## config.mk

```make
export PLATFORM = sky130hd
export DESIGN_NAME = ddk_ch_arbiter
export DESIGN_NICKNAME = d
export VERILOG_FILES = /design/src/rtl/ddk_ch_arbiter.sv
export SDC_FILE = /design/constraint.sdc
export NUM_CORES = 1
export LEC_CHECK = 0
export CORE_ASPECT_RATIO = 1.1
export CORE_MARGIN = 2
export CORE_UTILIZATION = 40
export DETAILED_ROUTE_END_ITERATION = 7
export GPL_TIMING_DRIVEN = 0
export MAX_ROUTING_LAYER = met4
export PLACE_DENSITY = 0.63
export REMOVE_ABC_BUFFERS = 1
export SYNTH_ARGS = -nofsm -noshare
export SYNTH_HDL_FRONTEND = slang
export SYNTH_SLANG_ARGS = --single-unit
```

## constraint.sdc

```tcl
create_clock -name SysClk -period 4.3 [get_ports SysClk]
set_input_delay 0.86 -clock SysClk [delete_from_list [all_inputs] [get_ports SysClk]]
set_output_delay 0.86 -clock SysClk [all_outputs]
set_load 0.03 [all_outputs]
```

## src/rtl/ddk_ch_arbiter.sv

```systemverilog
// Shares eight 6-bit CH pin banks between NREQ protocol engines.
// Each bank arbitrates round-robin and inserts a tri-stated turnaround on every acquire and release.
module ddk_ch_arbiter #(
  parameter int NREQ        = 4,
  parameter int TURN_CYCLES = 2
) (
  input  logic                SysClk,
  input  logic                SysRst,
  input  logic [NREQ-1:0]     REQ,
  input  logic [3*NREQ-1:0]   REQ_BANK,
  input  logic [6*NREQ-1:0]   REQ_OUT,
  input  logic [6*NREQ-1:0]   REQ_OE,
  output logic [NREQ-1:0]     GNT,
  output logic [6*NREQ-1:0]   REQ_IN,
  output logic [47:0]         CH_OUT,
  output logic [47:0]         CH_OE,
  input  logic [47:0]         CH_IN,
  output logic [7:0]          BANK_BUSY
);

  typedef enum logic [1:0] {
    ST_IDLE  = 2'd0,
    ST_ACQ   = 2'd1,
    ST_OWNED = 2'd2,
    ST_REL   = 2'd3
  } bank_st_e;

  localparam logic [3:0] CNT_INIT = 4'(TURN_CYCLES - 1);
  localparam logic [2:0] PTR_INIT = 3'(NREQ - 1);

  bank_st_e        state_q [8];
  bank_st_e        state_d [8];
  logic [2:0]      owner_q [8];
  logic [2:0]      owner_d [8];
  logic [2:0]      ptr_q   [8];
  logic [2:0]      ptr_d   [8];
  logic [3:0]      cnt_q   [8];
  logic [3:0]      cnt_d   [8];
  logic [NREQ-1:0] gnt_q;
  logic [NREQ-1:0] gnt_d;
  logic [NREQ-1:0] engaged_s;

  // Requesters already waiting on or holding some bank are not candidates anywhere.
  always_comb begin
    engaged_s = '0;
    for (int b = 0; b < 8; b++) begin
      for (int i = 0; i < NREQ; i++) begin
        if ((state_q[b] == ST_ACQ || state_q[b] == ST_OWNED) && owner_q[b] == 3'(i)) begin
          engaged_s[i] = 1'b1;
        end
      end
    end
  end

  // Per-bank next state: round-robin pick in IDLE, turnaround counting in ACQ/REL.
  always_comb begin
    int   idx;
    logic found;
    logic owner_req;
    for (int b = 0; b < 8; b++) begin
      state_d[b] = state_q[b];
      owner_d[b] = owner_q[b];
      ptr_d[b]   = ptr_q[b];
      cnt_d[b]   = cnt_q[b];
      found      = 1'b0;
      idx        = 0;
      owner_req  = 1'b0;
      for (int i = 0; i < NREQ; i++) begin
        if (owner_q[b] == 3'(i)) begin
          owner_req = REQ[i];
        end
      end
      case (state_q[b])
        ST_IDLE: begin
          for (int k = 1; k <= NREQ; k++) begin
            idx = (int'(ptr_q[b]) + k) % NREQ;
            if (!found && REQ[idx] && REQ_BANK[3*idx +: 3] == 3'(b) && !engaged_s[idx]) begin
              found      = 1'b1;
              owner_d[b] = 3'(idx);
              ptr_d[b]   = 3'(idx);
              cnt_d[b]   = CNT_INIT;
              state_d[b] = ST_ACQ;
            end
          end
        end
        ST_ACQ: begin
          if (!owner_req) begin
            owner_d[b] = 3'd0;
            cnt_d[b]   = CNT_INIT;
            state_d[b] = ST_REL;
          end else if (cnt_q[b] == 4'd0) begin
            state_d[b] = ST_OWNED;
          end else begin
            cnt_d[b] = cnt_q[b] - 4'd1;
          end
        end
        ST_OWNED: begin
          if (!owner_req) begin
            cnt_d[b]   = CNT_INIT;
            state_d[b] = ST_REL;
          end else begin
            state_d[b] = ST_OWNED;
          end
        end
        ST_REL: begin
          if (cnt_q[b] == 4'd0) begin
            state_d[b] = ST_IDLE;
          end else begin
            cnt_d[b] = cnt_q[b] - 4'd1;
          end
        end
        default: begin
          state_d[b] = ST_IDLE;
        end
      endcase
    end
  end

  // Grant follows the next OWNED state so it rises on the ACQ->OWNED edge itself.
  always_comb begin
    gnt_d = '0;
    for (int b = 0; b < 8; b++) begin
      for (int i = 0; i < NREQ; i++) begin
        if (state_d[b] == ST_OWNED && owner_d[b] == 3'(i)) begin
          gnt_d[i] = 1'b1;
        end
      end
    end
  end

  // State registers.
  always_ff @(posedge SysClk or negedge SysRst) begin
    if (!SysRst) begin
      for (int b = 0; b < 8; b++) begin
        state_q[b] <= ST_IDLE;
        owner_q[b] <= 3'd0;
        ptr_q[b]   <= PTR_INIT;
        cnt_q[b]   <= 4'd0;
      end
      gnt_q <= '0;
    end else begin
      for (int b = 0; b < 8; b++) begin
        state_q[b] <= state_d[b];
        owner_q[b] <= owner_d[b];
        ptr_q[b]   <= ptr_d[b];
        cnt_q[b]   <= cnt_d[b];
      end
      gnt_q <= gnt_d;
    end
  end

  // Pin routing: banks are driven only while OWNED, so pads see no same-cycle handover.
  always_comb begin
    CH_OUT    = '0;
    CH_OE     = '0;
    REQ_IN    = '0;
    BANK_BUSY = '0;
    for (int b = 0; b < 8; b++) begin
      BANK_BUSY[b] = (state_q[b] != ST_IDLE);
      for (int i = 0; i < NREQ; i++) begin
        if (state_q[b] == ST_OWNED && owner_q[b] == 3'(i)) begin
          CH_OUT[6*b +: 6] = REQ_OUT[6*i +: 6];
          CH_OE[6*b +: 6]  = REQ_OE[6*i +: 6];
          REQ_IN[6*i +: 6] = CH_IN[6*b +: 6];
        end
      end
    end
  end

  assign GNT = gnt_q;

endmodule
```

# After elaboration in Yosys (flattened, before gate mapping)
# Cells that the tools add are included.
# totals
reg_bits	92
in_bits	114
out_inout_bits	132
word_cells	1321
# classes
addsub	40
mul	32
order_cmp	32
eq_ne	124
shift	32
muxes	648
bitwise	32
n_reduce_logical	348
# ops
operator	n
$mux W6	96
$shiftx A12 B6 Y3	32
$mux W1	280
$mux W4	56
$mul A3 B3 Y6 const A	32
$logic_and A1 B1 Y1	184
$mux W2	88
$bmux W1 S2	64
$lt A3 B4 Y1 const B	32
$pmux W4 S4	8
$eq A3 B2 Y1 const B	40
$mux W3	40
$pmux W2 S4	8
$reduce_or A2 Y1	32
$eq A3 B1 Y1 const B	20
$logic_not A3 Y1	20
$logic_not A1 Y1	56
$eq A2 B2 Y1 const B	24
$eq A3 B3 Y1 const B	16
$pmux W3 S2	8
$ne A5 B5 Y1 const B	8
$add A2 B1 Y2 const B	16
$add A2 B2 Y2 const B	16
$and A1 B1 Y1 const A	32
9 further kinds	80

# Depth between registers and ports, before layout
# Gate-level depths: netlist of run 1.
# depth
ltp_word	46
depth_mapped	18
ltp_nobuf	13

# Worst setup path before layout of run 1
# No wires, ideal clock.
# synth_timing
path_kind	register -> register
from	register ptr_q[21] (netlist bit)
to	register gnt_q[3] (netlist: GNT[3])
setup_time_ps	131
arrival_time_ps	4297
t_required_ps	4169
slack_ps	-129
stages_incl_launch_ff	16
path_buffers	3
cell_sequence	dfstp_2 > clkbuf_1 > buf_2 > inv_1 > ha_1 > nor2b_1 > clkbuf_1 > a22o_1 > o311a_1 > o31ai_1 > a31oi_1 > or3_1 > or4_1 > a32o_1 > a32o_1 > or3_1
# synth_lines
element	line_no	text
start, declared	35	logic [2:0] ptr_q [8];
start signal, assigned by index	145	ptr_q[b] <= ptr_d[b];
end signal, assigned	148	gnt_q <= gnt_d;
end, declared	39	logic [NREQ-1:0] gnt_q;

==> results of run 1 <==
==> placed cells by master (no fill, tap or decap), types with 54 or more instances in the layout <==
cell type        netlist  final
dfrtp_1               76     59
nand2_1              236    233
a21oi_1              174    169
a22oi_1               77     76
o21ai_0              187    178
buf_4                  4    140
ha_1                  72     54
clkdlybuf4s50_1        0    203
nand2b_1              65     61
mux2i_1               54     54
nor2_1               273    263
inv_1                110     96
==> stage by stage <==
step / utilization / hold slack (ns) / setup slack [ns]
3_3_place_gp: 0.456 / 0.491 / -2.93
3_5_place_dp: 0.462 / 0.504 / -2.29
5_1_grt: 0.523 / 0.433 / -0.229
4_1_cts: 0.500 / 0.404 / -0.0928
2_1_floorplan: - / 0.469 / -0.290
6_report: 0.523 / 0.404 / -0.0967
==> path summary, 6_finish.rpt <==
| path | startpoint | endpoint | slack [ns] | depth (start not counted) |
|---|---|---|---|---|
| max | state_q[7]$_DFF_PN0_ | GNT[2]$_DFF_PN0_ | -0.1 | 13 |
| min | SysRst | cnt_q[10]$_DFFE_PN0P_ | 0.40 | 1 |
| max reg2reg | state_q[7]$_DFF_PN0_ | GNT[2]$_DFF_PN0_ | -0.1 | 13 |
| min reg2reg | cnt_q[29]$_DFFE_PN0P_ | cnt_q[29]$_DFFE_PN0P_ | 0.51 | 2 |
| max in group asynchronous | SysRst | ptr_q[10]$_DFFE_PN1P_ | 3.15 | 2 |
| min in group SysClk | cnt_q[29]$_DFFE_PN0P_ | cnt_q[29]$_DFFE_PN0P_ | 0.51 | 2 |
==> layer usage <==
metal  GRT usage  vias to the layer above
met5           -                        -
met4       0.199                        0
met2       0.553                     1690
met1       0.427                    10900
met3      0.0670                      379
li1            -                    10100
==> final cells by class <==
class / instances / share of cell area
antenna: 10 / 0.00108
multi-input combinational: 2101 / 0.663
clock inverter: 6 / 0.00404
clock buffer: 10 / 0.0103
sequential: 92 / 0.103
tap: 581 / 0.0313
timing repair buffer: 411 / 0.167
inverter: 119 / 0.0206
==> logic make-up (layout without fill, tap and decap cells) <==
| group | after synthesis | count (layout) | share of synthesized area |
|---|---|---|---|
| AND/OR/NAND/NOR | 977 | 977 | 0.281 |
| AO/OA/AOI/OAI | 927 | 927 | 0.358 |
| buffers and inverters | 338 | 546 | 0.0735 |
| multiplexers | 115 | 115 | 0.102 |
| flip-flops | 92 | 92 | 0.130 |
| adder cells (fa/ha/maj) | 72 | 72 | 0.0503 |
| XOR/XNOR | 10 | 10 | 0.00489 |
| other | 0 | 10 | 0 |
==> sequential cells by signal, summed over array words and instances, names as in the netlist <==
name / flops
state_q: 16
owner_q: 24
ptr_q: 16
GNT: 4
cnt_q: 32
==> repair_timing <==
| action | 4_1_cts | 5_1_grt |
|---|---|---|
| setup endpoints to repair | 129 | 57 |
| setup buffers | 68 | 81 |
| pin swaps | 31 | 41 |
| gates resized for setup | 289 | 159 |
==> power groups by stage <==
stage / sequential, W / combinational [W] / clock (W)
3_3_place_gp: 0.00212 / 0.0119 / 0
5_1_grt: 0.00208 / 0.0164 / 0.000973
4_1_cts: 0.00210 / 0.0138 / 0.000941
2_1_floorplan: 0.00188 / 0.00852 / 0
6_report: 0.00204 / 0.0154 / 0.000926
3_5_place_dp: 0.00215 / 0.0123 / 0
==> flow_metrics.env, run 1 <==
export IMPL_cp_num_buf_inv=2
export IMPL_power_density_mw_per_mm2=792
export IMPL_port_buffers=245
export IMPL_max_cap_violations=0
export IMPL_antenna_found_initial=9
export IMPL_clkTransAtPathRegs_ns=0.07
export IMPL_first_pass_iters=8
export IMPL_crit_family="compound AO/OA/AOI/OAI gates"
export IMPL_grt_max_degree=66
export IMPL_num_fill_cells=4157
export IMPL_switchingPower_w=0.0102
export IMPL_initialDrtViolationCount=3123
export IMPL_first_global_vias=20900
export IMPL_slowest_stage="or4_4"
export IMPL_met3_length_mm=9.25
export IMPL_cp_max_fo=5
export IMPL_fin_crit_sh=1.02
export IMPL_ant_nets=0
export IMPL_cts_sinks=92
export IMPL_dpl_instance_area_sq_mm=0.0205
export IMPL_ys_async_sr_fraction=1.00
export IMPL_grt_usage=0.354
export IMPL_ff_latch_area_sq_mm=0.00239
export IMPL_drc=2
export IMPL_drive_above_1_share=0.192
export IMPL_total_power_w=0.0184
export IMPL_crit_chain="inv_2 > ha_4 > nor3b_1 > a221o_2 > or4_4 > mux4_2 > nor3b_4 > a21oi_2 > o21a_1 > o211ai_1 > buf_4 > o221ai_4 > a211o_1"
export IMPL_start_kind="flop"
export IMPL_dp_hpwl_mm=57.3
export IMPL_ctsHoldBuffers=0
export IMPL_cp_end_kind="flop"
export IMPL_rsz0062_at_grt="yes"
export IMPL_avgSynthCellArea_sq_um=7.08
export IMPL_vias_per_cell=6.93
export IMPL_clock_path_buffers=2
export IMPL_netlist_area_leader_share=0.106
export IMPL_slew_viol_final=0
export IMPL_routed_wl_mm=84.9
export IMPL_netlist_instances=2531
export IMPL_max_slew_margin_rel=0.439
export IMPL_final_area_sq_mm=0.0232
export IMPL_wl_met1_mm=32.0
export IMPL_topRoutingLayerUsed="met4"
export IMPL_synthDistinctLibCells=95
export IMPL_clk_latency_ns=0.38
export IMPL_status="finished with violations"
export IMPL_fin_setup_tns_ns=-0.241
export IMPL_grt_first_pass_wirelength_mm=125
export IMPL_cts_root_buf="clkbuf_16"
export IMPL_nets=2920
export IMPL_yosys_top_cells_count="nor2_1 (273), nand2_1 (236), o21ai_0 (187), clkbuf_1 (180), a21oi_1 (174)"
export IMPL_gp_congestion=0.985
export IMPL_post_drt_wl_per_cell_um=25.5
export IMPL_cts_tree="yes"
export IMPL_ys_warnings_count=0
export IMPL_pwr_share_clk=0.050
export IMPL_area_growth_pct=29.7
export IMPL_placedCellCount=3155
export IMPL_layout_setup_ws_ns=-0.0967
export IMPL_route_met2_wl_mm=38.3
export IMPL_setup_viol=3
export IMPL_tritoncts_num_buffers=9
export IMPL_coreArea_sq_mm=0.0444
export IMPL_pwr_share_seq=0.111
export IMPL_hp_class="in -> async"
export IMPL_synth_most_common_cell="nor2_1"
export IMPL_ir_drop_v=0.000350
export IMPL_slowest_delay_ns=0.61
export IMPL_violations="DRC, setup timing"
export IMPL_die_x_um=206
export IMPL_h_tree_depth=3
export IMPL_yosys_most_used_dff="dfrtp_1"
export IMPL_worstMarginPinSlew_ns=0.837
export IMPL_p_int_w=0.00817
export IMPL_overflow=0
export IMPL_hold_viol_final=0
export IMPL_synth_edf_count=0
export IMPL_worst_clock_skew_ns=0.0138
export IMPL_synth_top_area_cell="dfrtp_1"
export IMPL_min_period_ns=4.40
export IMPL_io_pins=246
export IMPL_power_frac_comb=0.839
export IMPL_synthTopCellsByArea="dfrtp_1 (11%), mux4_2 (6.4%), nor2_1 (5.7%)"
export IMPL_vias=23100
export IMPL_die_area_sq_mm=0.0465
export IMPL_start_util=0.404
export IMPL_ys_seq_area_frac=0.130
export IMPL_final_cells=3330
export IMPL_p_sw_frac=0.556
export IMPL_required_ns=4.55
export IMPL_multi_input_area_sq_mm=0.0154
export IMPL_p_leak_nw=8.79
export IMPL_syn_area_sq_mm=0.0179
export IMPL_die_h_um=226
export IMPL_synth_seq_cells=92
export IMPL_fmax_ghz=0.227
export IMPL_cp_arrival_ns=4.65
export IMPL_rows=81
export IMPL_crit_type="reg -> reg"
No activity file was read; power rests on OpenSTA's default activity.
==> run 2, diff against run 1 <==
clock period = 4 ns   (was 4.3 ns; I/O delays follow)
==> flow_metrics.env, run 2 (synthesized netlist as in run 1, its figures left out) <==
export IMPL_clock_path_buffers=2
export IMPL_die_x_um=206
export IMPL_nets=2956
export IMPL_power_density_mw_per_mm2=858
export IMPL_cp_end_kind="flop"
export IMPL_die_area_sq_mm=0.0465
export IMPL_p_leak_nw=9.15
export IMPL_max_slew_margin_rel=0.450
export IMPL_status="finished with violations"
export IMPL_cts_tree="yes"
export IMPL_area_growth_pct=33.8
export IMPL_drc=1
export IMPL_io_pins=246
export IMPL_total_power_w=0.0206
export IMPL_reg_top3="cnt_q (32), owner_q (24)"
export IMPL_dpl_instance_area_sq_mm=0.0205
export IMPL_grt_first_pass_wirelength_mm=128
export IMPL_setup_viol=4
export IMPL_cts_sinks=92
export IMPL_rows=81
export IMPL_slowest_delay_ns=0.62
export IMPL_largest_register_ffs=32
export IMPL_overflow=0
export IMPL_start_kind="input pin"
export IMPL_clk_latency_ns=0.39
export IMPL_drive_above_1_share=0.216
export IMPL_r2r_start="state_q[11]$_DFF_PN0_"
export IMPL_grt_usage=0.361
export IMPL_dp_hpwl_mm=57.3
export IMPL_crit_type="in -> reg"
export IMPL_worstReg2RegEnd="GNT[2]$_DFF_PN0_"
export IMPL_rsz0062_at_grt="yes"
export IMPL_fin_crit_sh=1.10
export IMPL_final_util=0.540
export IMPL_antenna_found_initial=11
export IMPL_violations="DRC, setup timing"
export IMPL_layout_cells_most_common="nor2_1"
export IMPL_slew_viol_final=0
export IMPL_slowest_stage="clkdlybuf4s15_2"
export IMPL_regMostFlops="cnt_q"
export IMPL_die_h_um=226
export IMPL_fin_setup_tns_ns=-1.43
export IMPL_layout_common_cells="nor2_1 (260), nand2_1 (228), clkdlybuf4s50_1 (197)"
export IMPL_coreArea_sq_mm=0.0444
export IMPL_worstMarginPinSlew_ns=0.825
export IMPL_vias=23500
export IMPL_hp_class="in -> async"
export IMPL_grt_max_degree=66
export IMPL_final_area_sq_mm=0.0240
export IMPL_ant_nets=0
export IMPL_max_cap_violations=0
export IMPL_ctsHoldBuffers=0
export IMPL_crit_chain="clkdlybuf4s15_2 > inv_1 > or4_4 > mux4_2 > nor3b_4 > a21oi_2 > o21a_1 > o211ai_1 > buf_4 > o221ai_4 > a211o_1"
export IMPL_vias_per_cell=6.97
export IMPL_routed_wl_mm=86.4
export IMPL_fmax_ghz=0.227
export IMPL_regToRegSetupSlack_ns=-0.40
export IMPL_h_tree_depth=3
export IMPL_reg2regPathDepth=14
export IMPL_clkTransAtPathRegs_ns=0.07
export IMPL_layout_setup_ws_ns=-0.415
export IMPL_cts_root_buf="clkbuf_16"
export IMPL_num_fill_cells=4072
export IMPL_cp_arrival_ns=4.67
export IMPL_first_global_vias=21400
export IMPL_initialDrtViolationCount=3176
export IMPL_tritoncts_num_buffers=9
export IMPL_min_period_ns=4.41
export IMPL_gp_congestion=0.985
export IMPL_worst_clock_skew_ns=0.0175
export IMPL_hold_viol_final=0
export IMPL_required_ns=4.26
export IMPL_port_buffers=245
export IMPL_ir_drop_v=0.000382
export IMPL_start_util=0.404
export IMPL_post_drt_wl_per_cell_um=25.7
export IMPL_first_pass_iters=8
export IMPL_cp_max_fo=20
run 2: cell types whose count changed in the layout (fill, tap and decap cells not counted), moves of 7 or more:
cell / before / now
clkbuf_2: 9 / 2
buf_4: 140 / 168
o21ai_0: 178 / 160
o21ai_1: 6 / 23
buf_6: 16 / 28
buf_12: 6 / 13
run 2: stage by stage:
| step | cells | hold slack [ns] | setup WS (ns) |
|---|---|---|---|
| floorplan | 2312 | 0.469 | -0.590 |
| global placement | 3138 | 0.491 | -3.17 |
| detailed placement | 3155 | 0.504 | -2.53 |
| CTS | 3296 | 0.344 | -0.349 |
| global route | 3367 | 0.374 | -0.458 |
| finish | 3367 | 0.345 | -0.415 |
run 2: critical path, delay by kind of cell:
family | cells | cell delay (ns)
multiplexers | 1 | 0.51
buffers and inverters | 3 | 1.18
AND/OR/NAND/NOR | 2 | 0.89
AO/OA/AOI/OAI | 5 | 1.27
run 2: how the worst max path moves through the flow:
| stage | start | slack, ns | cells after the start | endpoint |
|---|---|---|---|---|
| after global routing | state_q[11]$_DFF_PN0_ | -0.46 | 18 | GNT[2]$_DFF_PN0_ |
| after global placement | REQ_BANK[6] | -3.17 | 12 | GNT[1]$_DFF_PN0_ |
| final | REQ[2] | -0.41 | 11 | GNT[2]$_DFF_PN0_ |
| after CTS | state_q[11]$_DFF_PN0_ | -0.35 | 14 | GNT[0]$_DFF_PN0_ |
| after floorplan | ptr_q[21]$_DFFE_PN1P_ | -0.59 | 12 | GNT[3]$_DFF_PN0_ |
| after detailed placement | REQ[2] | -2.53 | 11 | GNT[1]$_DFF_PN0_ |
run 2: area by class of cell:
| type | count | area (sq um) | share of cell area |
|---|---|---|---|
| tap | 581 | 727 | 0.0303 |
| sequential | 92 | 2390 | 0.0995 |
| antenna | 11 | 27.5 | 0.00115 |
| inverter | 119 | 485 | 0.0202 |
| timing repair buffer | 447 | 4280 | 0.179 |
| clock buffer | 10 | 239 | 0.00997 |
| multi-input combinational | 2101 | 15700 | 0.656 |
| clock inverter | 6 | 93.8 | 0.00391 |
run 2: power breakdown:
group	switching (W)	internal [W]	leakage, nW
sequential	0.000784	0.00138	1.13
combinational	0.0101	0.00732	7.86
clock	0.000432	0.000570	0.160
total	0.0113	0.00926	9.15
run 2: repair_timing:
| item | CTS | global route |
|---|---|---|
| setup buffers | 125 | 60 |
| hold endpoints to repair | 0 | 0 |
| resized for setup | 407 | 174 |
| pin swaps | 59 | 73 |
| endpoints found under the setup margin | 167 | 83 |
run 2: metal layers:
metal,routed length [um],up-vias,global-route usage,share of wire
li1,-,10200,-,-
met1,32000,11200,0.429,0.37
met2,39200,1729,0.562,0.45
met3,9240,399,0.0683,0.11
met4,5890,0,0.224,0.068
met5,0,-,-,0
